**config.mk**
```make
export PLATFORM = sky130hd
export DESIGN_NAME = reset_requester
export DESIGN_NICKNAME = d
export VERILOG_FILES = /design/src/rtl/reset_requester.sv
export SDC_FILE = /design/constraint.sdc
export NUM_CORES = 1
export LEC_CHECK = 0
export CORE_MARGIN = 3
export CORE_UTILIZATION = 27
export CTS_CLUSTER_DIAMETER = 80
export DETAILED_ROUTE_END_ITERATION = 16
export PLACE_DENSITY = 0.42
export SLEW_MARGIN = 40
export SYNTH_ARGS = -nofsm -noshare
export SYNTH_HDL_FRONTEND = slang
export SYNTH_SLANG_ARGS = --single-unit
```
**constraint.sdc**
```tcl
create_clock -name clk -period 2.4 [get_ports clk]
set_clock_uncertainty 0.1 [all_clocks]
set_input_delay 0.36 -clock clk [delete_from_list [all_inputs] [get_ports clk]]
set_output_delay 0.36 -clock clk [all_outputs]
set_load 0.02 [all_outputs]
```
**src/rtl/reset_requester.sv**
```systemverilog
// reset_requester: merges watchdog, debounced button and software triggers into a fixed-width req pulse
module reset_requester #(
  parameter int WDT_CYCLES      = 1000000,
  parameter int DEBOUNCE_CYCLES = 65536,
  parameter int REQ_CYCLES      = 16,
  parameter int HOLDOFF_CYCLES  = 256
) (
  input  logic       clk,
  input  logic       reset_n,
  input  logic       wdt_enable,
  input  logic       wdt_kick,
  input  logic       button_n,
  input  logic       sw_req,
  input  logic       cause_ack,
  output logic       req,
  output logic [1:0] cause,
  output logic       cause_valid
);
  localparam int WW = $clog2(WDT_CYCLES);
  localparam int DW = $clog2(DEBOUNCE_CYCLES);
  localparam int FM = REQ_CYCLES > HOLDOFF_CYCLES ? REQ_CYCLES : HOLDOFF_CYCLES;
  localparam int FW = FM > 1 ? $clog2(FM) : 1;
  typedef enum logic [1:0] {IDLE, ASSERT, HOLDOFF} state_t;
  state_t        state;
  logic [1:0]    sync;
  logic          s, d, d_prev, db_end, press, wdt_end, timeout, trig;
  logic [DW-1:0] db_cnt;
  logic [WW-1:0] wdt_cnt;
  logic [FW-1:0] cnt;
  logic [1:0]    src;
  always_comb begin
    s       = sync[1];
    db_end  = db_cnt == DW'(DEBOUNCE_CYCLES - 1);
    press   = d_prev & ~d;
    wdt_end = wdt_cnt == WW'(WDT_CYCLES - 1);
    timeout = wdt_end & wdt_enable & ~wdt_kick;
    trig    = (state == IDLE) & (timeout | press | sw_req);
    src     = timeout ? 2'd1 : press ? 2'd2 : 2'd3;
  end
  always_ff @(posedge clk or negedge reset_n) begin
    if (!reset_n) begin
      sync    <= 2'b11;
      d       <= 1'b1;
      d_prev  <= 1'b1;
      db_cnt  <= '0;
      wdt_cnt <= '0;
    end else begin
      sync    <= {sync[0], button_n};
      d_prev  <= d;
      d       <= (s != d && db_end) ? s : d;
      db_cnt  <= (s == d || db_end) ? '0 : db_cnt + 1'b1;
      wdt_cnt <= (!wdt_enable || wdt_kick || state != IDLE) ? '0 : wdt_end ? wdt_cnt : wdt_cnt + 1'b1;
    end
  end
  always_ff @(posedge clk or negedge reset_n) begin
    if (!reset_n) begin
      state       <= IDLE;
      cnt         <= '0;
      req         <= 1'b0;
      cause       <= 2'd0;
      cause_valid <= 1'b0;
    end else begin
      cause_valid <= trig | (cause_valid & ~cause_ack);
      cause       <= trig ? src : cause;
      case (state)
        IDLE: if (trig) begin
          state <= ASSERT;
          req   <= 1'b1;
          cnt   <= '0;
        end
        ASSERT: if (cnt == FW'(REQ_CYCLES - 1)) begin
          state <= HOLDOFF;
          req   <= 1'b0;
          cnt   <= '0;
        end else cnt <= cnt + 1'b1;
        HOLDOFF: if (cnt == FW'(HOLDOFF_CYCLES - 1)) begin
          state <= IDLE;
          cnt   <= '0;
        end else cnt <= cnt + 1'b1;
        default: state <= IDLE;
      endcase
    end
  end
endmodule

```
---- Yosys cells after proc, flatten, opt, wreduce, memory -nomap -nowiden ----
Cells that the tools add are included.
cells by class
  $add $sub $neg .......................... 3
  multiply operators ...................... 0
  divide/modulo/power cells ............... 0
  magnitude comparators ................... 0
  equality and inequality tests ........... 12
  shift operators ......................... 0
  muxes and demuxes ....................... 16
  bitwise logic cells ..................... 11
  reduce and logical (&&, ||, !) cells .... 12
operators by type and width
  cell                     number
  $mux W20                 2
  $mux W8                  3
  $pmux W8 S3              1
  $add A20 B1 Y20 const B  1
  $eq A20 B20 Y1 const B   1
  $add A16 B1 Y16 const B  1
  $eq A16 B16 Y1 const B   1
  $mux W16                 1
  $add A8 B1 Y8 const B    1
  $eq A8 B4 Y1 const B     1
  $eq A8 B8 Y1 const B     1
  $mux W2                  4
  $ne A2 B2 Y1 const B     3
  $pmux W2 S3              1
  $reduce_and A3 Y1        2
  $and A1 B1 Y1            5
  $reduce_bool A2 Y1       2
  $logic_or A1 B1 Y1       3
  $mux W1                  3
  $not A1 Y1               3
  $or A1 B1 Y1             3
  $reduce_bool A3 Y1       1
  $eq A2 B1 Y1 const B     1
  $eq A2 B2 Y1 const B     1
  8 further kinds          8
word-level totals
  register bits after elaboration ......... 54
  bits in latches ......................... 0
  bits in writable memories ............... 0
  memory bits (read-only) ................. 0
  input port bits ......................... 7
  output and inout port bits .............. 4
  logic and storage cells ................. 64
  memories kept ........................... 0

---- Logic depth before layout (Yosys ltp) ----
Gate-level depths: netlist of run 1.
  depth in word-level cells ............... 8
  depth in mapped cells ................... 8
  depth with buffers taken out ............ 7

---- Worst setup path before layout of run 1 ----
Ideal clock, no wire load.
  path kind ............................... flip-flop to flip-flop
  start point ............................. register state[1]
  end point ............................... register cnt[3]
  library setup time ...................... 0.121 ns
  arrival ................................. 1.775 ns
  data required time ...................... 2.179 ns
  path slack .............................. 0.405 ns
  cell stages (with the launch flop) ...... 8
  path buffers ............................ 0
  clock period less this slack ............ 1.995 ns
  path through ............................ dfrtp_1 inv_1 ha_1 inv_1 o31ai_1 o31a_2 nor2_1 a22o_1
on the way
  longest elaborated chain between the ends .. 4
  elaborated cells on any way between the ends .. 8
  classes of those cells .................. eq/ne (3); mux (1); bitwise (1); reduce/logical (3)
RTL lines
  item                         line    RTL
  start, declared              24      state_t state;
  start signal, assigned       57      state <= IDLE;
  start signal, assigned       67      state <= ASSERT;
  start signal, assigned       72      state <= HOLDOFF;
  $logic_not A2 Y1             37, 65
  $and A1 B1 Y1                37      trig = (state == IDLE) & (timeout | press | sw_req);
  $ne A2 B2 Y1 (no line)       -
  $reduce_and A2 Y1 (no line)  -
  end signal, assigned         75      end else cnt <= cnt + 1'b1;
  end signal, assigned         79      end else cnt <= cnt + 1'b1;
  end, declared                29      logic [FW-1:0] cnt;
Parallel ways exist; a longest one is shown, timed or not.
A chain may end at the register's enable or synchronous reset.

---- Final worst setup path of run 1 ----
  start point ............................. register cnt[0]
  end point ............................... register cnt[7]
on the way
  longest elaborated chain between the ends .. 3
  elaborated cells on any way between the ends .. 6
  classes of those cells .................. add/sub (1); eq/ne (2); mux (3)
RTL lines
  item                                   line    RTL
  $add A8 B1 Y8 (tied with other cells)  75, 79
  $mux W8, on equally long branches      76, 71
  $pmux W8 S3 *                          65      case (state)
Every way passes the cells marked *; elsewhere a longest branch is shown, timed or not.

==> results of run 1 <==
==> sequential cells by signal, indices dropped and copies added (netlist names), 2 cells and up <==
name / count
cause: 2
wdt_cnt: 20
state: 2
sync: 2
cnt: 8
db_cnt: 16
==> cell type report <==
cell class                      instances  share of cell area (%)
Inverter                                7                  0.8343
Multi-Input combinational cell        207                   42.23
Clock buffer                            5                   2.185
Clock inverter                          3                  0.7549
Timing Repair Buffer                   19                   5.642
Sequential cell                        54                   43.07
Tap cell                              133                   5.284
==> cells by family (layout without fill, tap and decap cells) <==
kind of cell / count (synthesis) / after routing / share of synthesized area (%)
DFF: 54 / 54 / 49.48
adders and majority gates: 7 / 7 / 3.195
xor gates and xnor gates: 34 / 34 / 10.86
AOI/OAI and AO/OA: 38 / 38 / 10.41
buffers and inverters: 12 / 34 / 2.008
and+or+nand+nor: 126 / 126 / 23.28
muxes: 2 / 2 / 0.7759
==> where the power goes <==
group / internal [mW] / total [mW] / leakage [nW] / switching (mW)
Sequential: 0.917 / 0.924 / 0.716 / 0.00655
Clock: 0.210 / 0.535 / 0.0408 / 0.325
Combinational: 0.0223 / 0.0568 / 0.551 / 0.0346
==> worst max-delay path, stage by stage, from the launching register on <==
cell	delay [ns]
dfrtp_1	0.41
ha_1	0.24
nand4b_1	0.19
o41ai_2	0.41
a21bo_2	0.27
o21ai_0	0.10
a22o_1	0.24
==> worst paths after layout <==
kind / start / to / slack, ns / depth (start not counted)
worst min-delay path: sync[0] / sync[1] / 0.26 / 0
min in group asynchronous: reset_n / wdt_cnt[11] / 0.41 / 2
worst max-delay path: cnt[0] / cnt[7] / 0.33 / 6
max in group asynchronous: reset_n / sync[0] / 1.18 / 3
worst min register to register: sync[0] / sync[1] / 0.26 / 0
worst max register to register: cnt[0] / cnt[7] / 0.33 / 6
==> cell usage in the layout, fill, tap and decap left out, types with 2 or more instances in the layout <==
cell / n
clkbuf_8: 5
nor3_1: 3
nand3_1: 19
dfrtp_1: 50
dfstp_2: 4
or2_2: 3
clkinvlp_4: 2
xor2_1: 27
and4bb_1: 3
a31oi_1: 2
inv_1: 7
a21oi_1: 4
buf_4: 7
nand4_1: 10
clkdlybuf4s50_1: 9
o2bb2ai_1: 3
ha_1: 7
nor2_1: 49
nor2b_1: 3
a22o_1: 3
and3_1: 10
xnor2_1: 7
nor4_1: 3
o2111ai_1: 2
nand2_1: 17
o21ai_0: 12
==> metal layers <==
layer	global-route usage (%)	vias to the layer above
met5	0	-
met4	3.836	0
met3	2.107	5
met2	16.55	17
met1	15.17	963
li1	-	999
==> results.py, run 1 <==
metrics = {
    "clocking": {
        "cts.sinks": 54,
        "tritoncts": "built",
        "ctsLongestPathBuffers": 2,
        "holdBufCountCts": 1,
        "cts.clk_slew.worst_paths_ns": 0.11,
        "clockRootBuffer": "clkbuf_8",
        "cts_resized": 0,
        "worstSkewPairLatency_ns": 0.31,
        "htreeDepth": 2,
        "numCtsBuffers": 5,
        "cts_setup_buffers": 0,
    },
    "final_layout": {
        "n_fill_cell": 1057,
        "seq_area_sq_um": 1356,
        "area_delta_synth_final_pct": 14.88,
        "final_cell_area_sq_um": 3149,
        "antenna_cells": 0,
        "stdcell_count": 428,
        "nets": 308,
        "drive_gt1_share_pct": 11.19,
        "multiInputGateArea_sq_um": 1330,
        "final_core_util_pct": 32.07,
    },
    "floorplanning": {
        "die_h_um": 106.8,
        "num_io_pins": 11,
        "core_area_sq_um": 9819,
        "dieWidth_um": 106.8,
        "initial_core_util_pct": 27.92,
        "num_rows": 36,
        "die-area_sq_um": 11400,
    },
    "yosys": {
        "synth_nets": 287,
        "synthesis.area_sq_um": 2741,
        "yosysWarnings": 0,
        "yosysTopAreaCellShare_pct": 45.64,
        "async_flop_share_pct": 100.0,
        "avgSynthCellArea_sq_um": 10.04,
        "synth_edf_count": 0,
        "ys_seq_area_share_pct": 49.48,
        "synth_commonest_cells": "dfrtp_1, nor2_1, xor2_1",
        "ys_ff_latch": 54,
        "synth-main-ff-cell": "dfrtp_1",
        "synth.distinct_cells": 45,
        "yosys.area.top_type": "dfrtp_1",
        "synth_top_cells_by_area": "dfrtp_1, xor2_1, nor2_1",
        "synth_most_common_cell": "dfrtp_1",
        "netlist_instances": 273,
    },
    "job": {
        "maxCapViolCount": 0,
    },
    "detailed_routing": {
        "drc": 0,
        "drt_first_pass_iters": 4,
        "top_layer_used": "met4",
        "wl_met3_um": 136,
        "drt_first_iter_violations": 75,
        "wl_per_cell_um": 12.73,
        "vias": 1984,
        "viasPerCell": 4.636,
        "wl_met2_um": 2468,
        "wl_met1_um": 2778,
        "antenna_left": 0,
        "routed_wl_um": 5447,
    },
    "global_route": {
        "grt_pass1_wl_um": 10030,
        "antenna_found_initial": 0,
        "grt_pass1_vias": 2086,
        "grt-ovfl-total": 0,
        "grt_use_total_pct": 10.79,
        "grt_max_degree": 42,
    },
    "pwr": {
        "vdd_drop_max_uv": 202.5,
        "p_leak_nw": 1.307,
        "p_per_area_nw_per_um2": 481.3,
        "finalPower_mw": 1.516,
    },
    "setup_path": {
        "arrival_ns": 2.17,
        "cp-start-kind": "flop",
        "end_kind": "flop",
        "critPathRequiredTime_ns": 2.50,
        "worstSetupPathType": "reg2reg",
        "cp_max_fo": 6,
    },
    "sta": {
        "setup_viol": 0,
        "final_min_period_over_clock_period_pct": 86.20,
        "worst_slack_ns": 0.3312,
        "max_slew_margin_pct": 61.70,
        "whs_ns": 0.2622,
        "maxSlewViolCount": 0,
        "hold_viol_final": 0,
        "fin_crit_ns": 2.069,
        "fmax_mhz": 483.4,
        "timing.setup.tns_ns": 0,
        "worstMarginPinSlew_ns": 0.5692,
        "rsz0062_at_grt": "false",
    },
    "placed_design": {
        "dp.cells": 419,
        "placed_cell_area_sq_um": 3047,
        "pre_cts_ws_ns": 0.2754,
        "gp_congestion": 0.7658,
        "numPortBuffers": 10,
        "hpwlAfterDp_um": 3891,
    },
    "run_status": {
        "outcome": "finished, final reports clean",
    },
    "min_path": {
        "hp-class": "reg2reg",
    },
}
No activity file was read; power rests on OpenSTA's default activity.
==> run 2, diff against run 1 <==
--- a/config.mk
+++ b/config.mk
@@ -5,11 +5,13 @@
 export SDC_FILE = /design/constraint.sdc
 export NUM_CORES = 1
 export LEC_CHECK = 0
-export CORE_MARGIN = 3
+export CELL_PAD_IN_SITES_DETAIL_PLACEMENT = 2
+export CELL_PAD_IN_SITES_GLOBAL_PLACEMENT = 2
+export CORE_MARGIN = 10
 export CORE_UTILIZATION = 27
 export CTS_CLUSTER_DIAMETER = 80
 export DETAILED_ROUTE_END_ITERATION = 16
-export PLACE_DENSITY = 0.42
+export PLACE_DENSITY = 0.57
 export SLEW_MARGIN = 40
 export SYNTH_ARGS = -nofsm -noshare
 export SYNTH_HDL_FRONTEND = slang
==> run 2 against run 1 <==
Fmax down 3.5%. Design area up 0.16%. Cell count unchanged. Hold slack worse by 0.19 ns. Routed wire length up 24%. Largest cell class unchanged. Sequential power about the same. Sequential share of layout area down 0.068 points. Via count up 5.4%. Clock power up 20%. Non-clock buffer count unchanged. Highest routed layer unchanged.
==> results.py, run 2 (synthesis results as in run 1) <==
metrics = {
    "detailed_routing": {
        "drt_first_pass_iters": 2,
        "drc": 0,
        "antenna_left": 0,
        "routed_wl_um": 6737,
        "vias": 2092,
        "wl_per_cell_um": 15.74,
        "drt_first_iter_violations": 99,
        "viasPerCell": 4.888,
    },
    "global_route": {
        "grt_pass1_wl_um": 12120,
        "grt-ovfl-total": 0,
        "grt_use_total_pct": 9.963,
        "antenna_found_initial": 0,
        "grt_max_degree": 55,
        "grt_pass1_vias": 2323,
    },
    "clocking": {
        "clockRootBuffer": "clkbuf_8",
        "htreeDepth": 2,
        "worstSkewPairLatency_ns": 0.31,
        "cts.sinks": 54,
        "tritoncts": "built",
        "cts_resized": 0,
        "cts.clk_slew.worst_paths_ns": 0.10,
        "numCtsBuffers": 5,
        "ctsLongestPathBuffers": 2,
        "holdBufCountCts": 0,
        "cts_setup_buffers": 0,
    },
    "setup_path": {
        "cp-start-kind": "flop",
        "crit_family": "compound AO/OA/AOI/OAI gates",
        "critPathRequiredTime_ns": 2.51,
        "end_kind": "flop",
        "crit_chain": "ha_1 > nand4b_1 > o41ai_2 > a21bo_2 > o21ai_0 > a22o_1",
        "arrival_ns": 2.25,
        "crit_slowest_cell": "dfrtp_1",
        "reg2reg_depth": 6,
        "path_buf_inv": 0,
        "cp_max_fo": 6,
        "path_depth": 6,
        "worstSetupPathType": "reg2reg",
        "critPathMaxStageDelay_ns": 0.43,
    },
    "sta": {
        "final_min_period_over_clock_period_pct": 89.36,
        "rsz0062_at_grt": "false",
        "hold_viol_final": 0,
        "worstMarginPinSlew_ns": 0.7322,
        "fmax_mhz": 466.3,
        "worst_slack_ns": 0.2553,
        "max_slew_margin_pct": 51.19,
        "fin_crit_ns": 2.145,
        "timing.setup.tns_ns": 0,
        "maxSlewViolCount": 0,
        "setup_viol": 0,
    },
    "final_layout": {
        "area_delta_synth_final_pct": 15.06,
        "final_cell_mix": "dfrtp_1, nor2_1, xor2_1, nand3_1, nand2_1",
        "largest_reg_flops": 20,
        "nets": 308,
        "top_register": "wdt_cnt",
        "multiInputGateArea_sq_um": 1330,
        "top_regs": "wdt_cnt x20, db_cnt x16, cnt x8",
        "final_common_cell": "dfrtp_1",
        "antenna_cells": 0,
        "drive_gt1_share_pct": 11.53,
        "seq_area_sq_um": 1356,
        "final_cell_area_sq_um": 3154,
        "n_fill_cell": 1120,
    },
    "pwr": {
        "sequentialPowerShare_pct": 57.1,
        "clock_power_share_pct": 39.6,
        "switching_share_pct": 22.81,
        "vdd_drop_max_uv": 262.6,
        "switchingPower_mw": 0.3695,
        "pwr-share-comb_pct": 3.3,
        "p_per_area_nw_per_um2": 513.5,
        "finalPower_mw": 1.620,
        "cellInternalPower_mw": 1.250,
        "p_leak_nw": 1.322,
    },
    "floorplanning": {
        "core_area_sq_um": 9819,
        "die-area_sq_um": 14580,
        "dieWidth_um": 120.8,
        "num_io_pins": 11,
        "initial_core_util_pct": 27.92,
        "num_rows": 36,
        "die_h_um": 120.8,
    },
    "placed_design": {
        "hpwlAfterDp_um": 4748,
        "pre_cts_ws_ns": 0.1341,
        "placed_cell_area_sq_um": 3042,
        "gp_congestion": 0.7208,
        "numPortBuffers": 10,
    },
    "job": {
        "maxCapViolCount": 0,
    },
    "min_path": {
        "hp-class": "in2async",
    },
    "run_status": {
        "outcome": "finished, final reports clean",
    },
}
[run 2: per-layer routing]
layer | track usage, % | wire length, um | vias to the layer above
met5 | 0 | 0 | -
met4 | 2.489 | 53 | 0
met3 | 1.908 | 121 | 5
met2 | 16.86 | 3338 | 13
met1 | 12.73 | 3224 | 1080
li1 | - | - | 994
[run 2: path summary, 6_finish.rpt]
| check | start | end | slack, ns |
|---|---|---|---|
| hold reg to reg | sync[0] | sync[1] | 0.27 |
| setup reg to reg | cnt[0] | cnt[7] | 0.26 |
| min in group clk | sync[0] | sync[1] | 0.27 |
| max in group asynchronous | reset_n | cnt[4] | 1.63 |
| setup / recovery | cnt[0] | cnt[7] | 0.26 |
| hold / removal | reset_n | wdt_cnt[2] | 0.07 |
[run 2: power by group through the flow]
stage | clock network (mW) | logic (mW) | registers (mW)
after CTS | 0.680 | 0.0579 | 0.925
after global placement | 0 | 0.0559 | 0.942
after global routing | 0.716 | 0.0638 | 0.926
after floorplan | 0 | 0.0180 | 0.941
final | 0.641 | 0.0542 | 0.924
after detailed placement | 0 | 0.0579 | 0.942
[run 2: per-stage QoR]
step | cells | hold WS, ns | utilization [%]
floorplan | 273 | -0.03559 | -
global placement | 420 | 0.2473 | 30.98
detailed placement | 420 | 0.2495 | 30.98
CTS | 428 | 0.1196 | 32.12
global route | 428 | 0.1327 | 32.12
finish | 428 | 0.07180 | 32.12
[run 2: area by class of cell]
type | instances | share of cell area [%]
sequential | 54 | 43.00
multi-input combinational | 207 | 42.17
tap | 133 | 5.276
timing repair buffer | 19 | 5.157
clock buffer | 5 | 2.182
clock inverter | 3 | 1.388
inverter | 7 | 0.8330
